<file path="src/rtl/vote_tally_n.sv">
// N-candidate voting core: debounced single-press capture, saturating tallies, display, winner/tie.
// Latency: vote commits HOLD_CYCLES+1 edges after first press sample; led/winner/tie registered (1 cycle).
// Backpressure: none; buttons are sampled every cycle and held presses never produce extra votes.
module vote_tally_n #(
    parameter int NUM_CAND    = 4,
    parameter int CNT_W       = 8,
    parameter int HOLD_CYCLES = 10
) (
    input  logic                        clock,
    input  logic                        reset,
    input  logic                        mode,
    input  logic                        clear,
    input  logic [NUM_CAND-1:0]         button,
    output logic [CNT_W-1:0]            led,
    output logic                        vote_valid,
    output logic [$clog2(NUM_CAND)-1:0] vote_idx,
    output logic [$clog2(NUM_CAND)-1:0] winner,
    output logic                        tie
);
    localparam int IDX_W = $clog2(NUM_CAND);
    localparam int HC_W  = $clog2(HOLD_CYCLES + 1);

    typedef enum logic [2:0] {
        IDLE    = 3'd0,
        ARM     = 3'd1,
        COMMIT  = 3'd2,
        RELEASE = 3'd3,
        REJECT  = 3'd4
    } state_t;

    state_t            state_q, state_d;
    logic [HC_W-1:0]   hold_cnt_q, hold_cnt_d;
    logic [IDX_W-1:0]  cand_q, cand_d;
    logic [CNT_W-1:0]  tally_q [NUM_CAND];
    logic [CNT_W-1:0]  tally_d [NUM_CAND];
    logic [CNT_W-1:0]  led_q, led_d;
    logic              vote_valid_q, vote_valid_d;
    logic [IDX_W-1:0]  vote_idx_q, vote_idx_d;
    logic [IDX_W-1:0]  winner_q, winner_d;
    logic              tie_q, tie_d;

    logic              commit;
    logic              onehot;
    logic [IDX_W-1:0]  low_idx;
    logic [NUM_CAND-1:0] cand_mask;
    logic [CNT_W-1:0]  max_v;
    logic              dup;

    // Lowest asserted button serves both vote capture and display select.
    always_comb begin
        low_idx = '0;
        for (int i = NUM_CAND - 1; i >= 0; i--) begin
            if (button[i]) low_idx = IDX_W'(i);
        end
        onehot    = (button != '0) && ((button & (button - NUM_CAND'(1))) == '0);
        cand_mask = NUM_CAND'(1) << cand_q;
    end

    always_comb begin
        state_d    = state_q;
        hold_cnt_d = hold_cnt_q;
        cand_d     = cand_q;
        commit     = 1'b0;
        case (state_q)
            IDLE: begin
                if (onehot) begin
                    state_d    = ARM;
                    hold_cnt_d = HC_W'(1);
                    cand_d     = low_idx;
                end else if (button != '0) begin
                    state_d = REJECT;
                end
            end
            ARM: begin
                if (button == cand_mask) begin
                    hold_cnt_d = hold_cnt_q + HC_W'(1);
                    if (hold_cnt_q >= HC_W'(HOLD_CYCLES - 1)) state_d = COMMIT;
                end else if (button == '0) begin
                    state_d = IDLE;
                end else begin
                    state_d = REJECT;
                end
            end
            COMMIT: begin
                commit  = 1'b1;
                state_d = RELEASE;
            end
            RELEASE, REJECT: begin
                if (button == '0) state_d = IDLE;
            end
            default: state_d = IDLE;
        endcase
        // Display mode parks the FSM so a vote can only start from a fresh press.
        if (mode && state_q != COMMIT) state_d = RELEASE;
    end

    always_comb begin
        for (int i = 0; i < NUM_CAND; i++) begin
            tally_d[i] = tally_q[i];
            if (commit && cand_q == IDX_W'(i) && tally_q[i] != '1)
                tally_d[i] = tally_q[i] + CNT_W'(1);
            if (mode && clear) tally_d[i] = '0;
        end
        vote_valid_d = commit;
        vote_idx_d   = commit ? cand_q : vote_idx_q;
        led_d        = (mode && button != '0) ? tally_q[low_idx] : '0;
    end

    // Strict '>' keeps the lowest index on equal tallies.
    always_comb begin
        max_v    = tally_q[0];
        winner_d = '0;
        dup      = 1'b0;
        for (int i = 1; i < NUM_CAND; i++) begin
            if (tally_q[i] > max_v) begin
                max_v    = tally_q[i];
                winner_d = IDX_W'(i);
                dup      = 1'b0;
            end else if (tally_q[i] == max_v) begin
                dup = 1'b1;
            end
        end
        tie_d = dup && (max_v != '0);
    end

    always_ff @(posedge clock or negedge reset) begin
        if (!reset) begin
            state_q      <= IDLE;
            hold_cnt_q   <= '0;
            cand_q       <= '0;
            led_q        <= '0;
            vote_valid_q <= 1'b0;
            vote_idx_q   <= '0;
            winner_q     <= '0;
            tie_q        <= 1'b0;
            for (int i = 0; i < NUM_CAND; i++) tally_q[i] <= '0;
        end else begin
            state_q      <= state_d;
            hold_cnt_q   <= hold_cnt_d;
            cand_q       <= cand_d;
            led_q        <= led_d;
            vote_valid_q <= vote_valid_d;
            vote_idx_q   <= vote_idx_d;
            winner_q     <= winner_d;
            tie_q        <= tie_d;
            for (int i = 0; i < NUM_CAND; i++) tally_q[i] <= tally_d[i];
        end
    end

    assign led        = led_q;
    assign vote_valid = vote_valid_q;
    assign vote_idx   = vote_idx_q;
    assign winner     = winner_q;
    assign tie        = tie_q;
endmodule
</file>
<file path="config.mk">
export PLATFORM = sky130hd
export DESIGN_NAME = vote_tally_n
export DESIGN_NICKNAME = d
export VERILOG_FILES = /design/src/rtl/vote_tally_n.sv
export SDC_FILE = /design/constraint.sdc
export NUM_CORES = 1
export LEC_CHECK = 0
export CORE_MARGIN = 2
export CORE_UTILIZATION = 40
export DETAILED_ROUTE_END_ITERATION = 8
export GPL_ROUTABILITY_DRIVEN = 0
export SYNTH_ARGS = -nofsm -noshare
export SYNTH_HDL_FRONTEND = slang
export SYNTH_SLANG_ARGS = --single-unit
</file>
<file path="constraint.sdc">
create_clock -name clock -period 7.53 [get_ports clock]
set_input_delay 0.753 -clock clock [delete_from_list [all_inputs] [get_ports clock]]
set_output_delay 0.753 -clock clock [all_outputs]
set_load 0.005 [all_outputs]
</file>
==> PnR_summary.wiki <==
{| class="wikitable"
! Metric !! Value
|-
| Antenna violations before repair || 0
|-
| Worst hold stages || 2
|-
| Post-CTS Setup Repair Bufs || 0
|-
| Worst EP arrival || 5330 ps
|-
| Worst endpoint required time || 7690 ps
|-
| Resize count post-CTS || 0
|-
| Fin Clk Skew || 4.86 ps
|-
| Final Core Density || 45.2%
|-
| #FFs+latches synth || 55
|-
| CP cell instances || inv_1, ha_1, nor2b_1, o211ai_1, a21oi_1, o31ai_2, mux2i_1, ha_1, nor2b_1, o211ai_1, a21oi_1, o31a_1, mux2_2, ha_1, o21ai_0, a21oi_1, nor4_1, o21ai_0, o21ai_0, o21ai_0
|-
| Tmin final || 5170 ps
|-
| Top_reg_cell synth || dfrtp_1
|-
| Number of clock buffers inserted by TritonCTS || 5
|-
| Root buf cell || clkbuf_8
|-
| Detailed-route vias per instance || 5.63
|-
| Die Width || 101 um
|-
| Die height || 101 um
|-
| Worst min path class || flip-flop to flip-flop
|-
| Post-DR wirelength/cell || 17.3 um
|-
| Met3 capacity usage during global routing || 2.50%
|-
| Fraction of layout cells with a size suffix above 1 || 11.7%
|-
| Synthesized netlist cell count || 371
|-
| Kind of end point of the critical path || flip-flop
|-
| Global Route Usage Sum || 18.5%
|-
| Starting density of the core || 40.8%
|-
| Pins over their slew limit || 0
|-
| Number of synthesized flops with an enable pin || 0
|-
| Routing usage on met1 || 26.2%
|-
| Antenna Violating Nets Remaining || 0
|-
| Stage delay of the slowest cell on the critical path || 830 ps
|-
| Ys async rst share || 100%
|-
| Area taken by flip-flops and latches || 1380 um2
|-
| Worst r2r path cells || 20
|-
| Sequential share of the synthesized area || 36.9%
|-
| NumNets Final || 430
|-
| Pwr Density || 156 nW/um2
|-
| Transition time at the pin with the least slew margin || 1040 ps
|-
| Port Buffers || 21
|-
| FP Rows || 35
|-
| Worst relative slew slack || 30.4%
|-
| Buffer levels on the longest clock path || 2
|-
| Count of synthesis-stage warnings from yosys || 0
|-
| # H-tree levels || 2
|-
| Ports placed on the boundary || 22
|-
| Synthesized cell area || 3730 um2
|-
| Worst skew pair latency || 310 ps
|-
| Final period util || 68.6%
|-
| # hold bufs at CTS || 0
|-
| Critical Setup Path Class || flip-flop to flip-flop
|-
| Number of antenna repair diodes || 0
|-
| Setup_tns || 0 ps
|-
| Drt first pass iters || 4
|-
| Max Fanout on Critical Path || 12
|-
| Syn_area_per_cell || 10.1 um2
|-
| Clock transition time at the flip-flop clock pins of the worst setup and hold paths || 100 ps
|-
| Status || completed
|-
| Drt total wl || 8720 um
|-
| TritonCTS clock tree || built
|-
| Reported leakage power || 1.80 nW
|-
| Met2 track utilization from global routing || 30.0%
|-
| Remaining global-route overflow || 0
|-
| Final setup violating endpoints || 0
|-
| Core ar. || 9150 um2
|-
| Largest net degree at the start of global routing || 56
|-
| Worst supply voltage drop on vdd || 0.0995 mV
|-
| Global-route wire length before repair || 14700 um
|-
| Most Crowded Layer GR || met2
|-
| First DRT Iteration DRCs || 179
|-
| Non-Filler Cell Area, Final || 4140 um2
|-
| Type of origin of the critical path || flip-flop
|-
| FMAX || 193 MHz
|-
| Vias || 2834
|-
| Detailed placer's ending HPWL || 6450 um
|-
| Unrepaired setup endpoints after global routing || false
|-
| Placed standard-cell area || 4050 um2
|-
| Vias in the first global route || 2822
|-
| Number of hold violations in the final report || 0
|-
| Cell type with the highest occurrence count on the critical path || o21ai_0
|-
| Layout Area Growth over Synthesis || 10.8%
|-
| Count of cell types in the netlist || 60
|-
| Max-cap violation count || 0
|-
| Remaining design rule violation count || 0
|-
| Clock sink total || 55
|-
| Area of the die || 10100 um2
|-
| Synthesized netlist net count || 410
|-
| Crit-path slowest cell || o31ai_2
|-
| Layout fillers || 837
|-
| Multi-input gate area || 2220 um2
|}
[power by group]
part / leakage (nW) / switching [mW] / internal, mW
clock network: 0.0412 / 0.101 / 0.0654
logic: 1.01 / 0.0763 / 0.0738
registers: 0.749 / 0.0170 / 0.311
[cells by family after synthesis]
logic type | synth area share [%]
AO/OA/AOI/OAI | 11.0
multiplexers | 11.1
AND/OR/NAND/NOR | 20.2
flip-flops | 36.9
XOR/XNOR | 6.57
buffers and inverters | 3.85
adder cells (fa/ha/maj) | 10.4
[flip-flops by register name, indices dropped and copies added, names as in the netlist]
name,cells
tally_q,32
state_q,3
hold_cnt_q,4
vote_idx,2
tie,1
vote_valid,1
cand_q,2
led,8
winner,2
[cell usage in the layout, fill, tap and decap left out, types with 3 or more instances in the layout]
cell,n
o211ai_1,8
mux4_2,8
inv_1,26
mux2i_1,10
dfrtp_1,55
nor2_1,42
clkdlybuf4s50_1,20
xnor2_1,19
a21oi_1,17
mux2_2,10
nand2_1,19
xor2_1,9
and3_1,4
nor2b_1,11
clkbuf_8,5
ha_1,31
o21ai_0,11
nand3_1,8
or3_1,3
nor4_1,9
nand4_1,11
nor3_1,3
[metrics by stage]
step                hold slack [ps]  worst slack, ps  total power, mW  instances
finish                          553             2360            0.644        503
global route                    595             2050            0.680        503
CTS                             560             2460            0.650        503
detailed placement              534             2450            0.483        495
global placement                521             2510            0.481        495
floorplan                       457             3240            0.430        371
[synthesized netlist by cell type, types with 3 or more instances]
library cell / count / share of area [%]
nor2b_1: 11 / 1.8
ha_1: 31 / 10
or3_1: 3 / 0.50
nor3_1: 3 / 0.40
xor2_1: 9 / 2.1
mux2_2: 10 / 3.0
xnor2_1: 19 / 4.5
mux4_2: 8 / 4.8
o21ai_0: 11 / 1.5
mux2i_1: 10 / 2.7
nand3_1: 8 / 1.1
a21oi_1: 17 / 2.3
nand4_1: 11 / 1.8
buf_2: 4 / 0.54
nor2_1: 42 / 4.2
inv_1: 26 / 2.6
and3_1: 4 / 0.67
nand2_1: 19 / 1.9
o211ai_1: 8 / 1.6
clkbuf_1: 5 / 0.50
nor4_1: 9 / 1.5
dfrtp_1: 55 / 37
[routing by layer]
metal / up-vias / wire length [um]
met3: 11 / 339
met2: 70 / 4060
met4: 0 / 116
met1: 1379 / 4210
met5: - / 0
li1: 1374 / -
[final cells by class]
class | count | area share, %
repair buffers | 23 | 5.32
inverters | 26 | 2.36
flip-flops and latches | 55 | 33.3
multi-input cells | 280 | 53.6
clock buffers | 6 | 1.75
clock inverters | 2 | 0.302
well taps | 111 | 3.36
[critical path: cells and delay by family (launching register included)]
kind	cells	cell delay, ps
and+or+nand+nor	3	440
adders and majority gates	3	930
DFF	1	470
AOI/OAI and AO/OA	11	2430
muxes	2	650
buffers and inverters	1	100
[path summary, 6_finish.rpt]
| kind | slack [ps] | end | start |
|---|---|---|---|
| setup / recovery | 2360 | winner[0]$_DFF_PN0_ | tally_q[25]$_DFFE_PN0P_ |
| setup reg to reg | 2360 | winner[0]$_DFF_PN0_ | tally_q[25]$_DFFE_PN0P_ |
| hold reg to reg | 550 | vote_idx[1]$_DFFE_PN0P_ | vote_idx[1]$_DFFE_PN0P_ |
| min in group asynchronous | 560 | hold_cnt_q[0]$_DFFE_PN0P_ | reset |
| max in group asynchronous | 6490 | winner[0]$_DFF_PN0_ | reset |
| hold / removal | 550 | vote_idx[1]$_DFFE_PN0P_ | vote_idx[1]$_DFFE_PN0P_ |
Power figures use the tool's default switching activity.
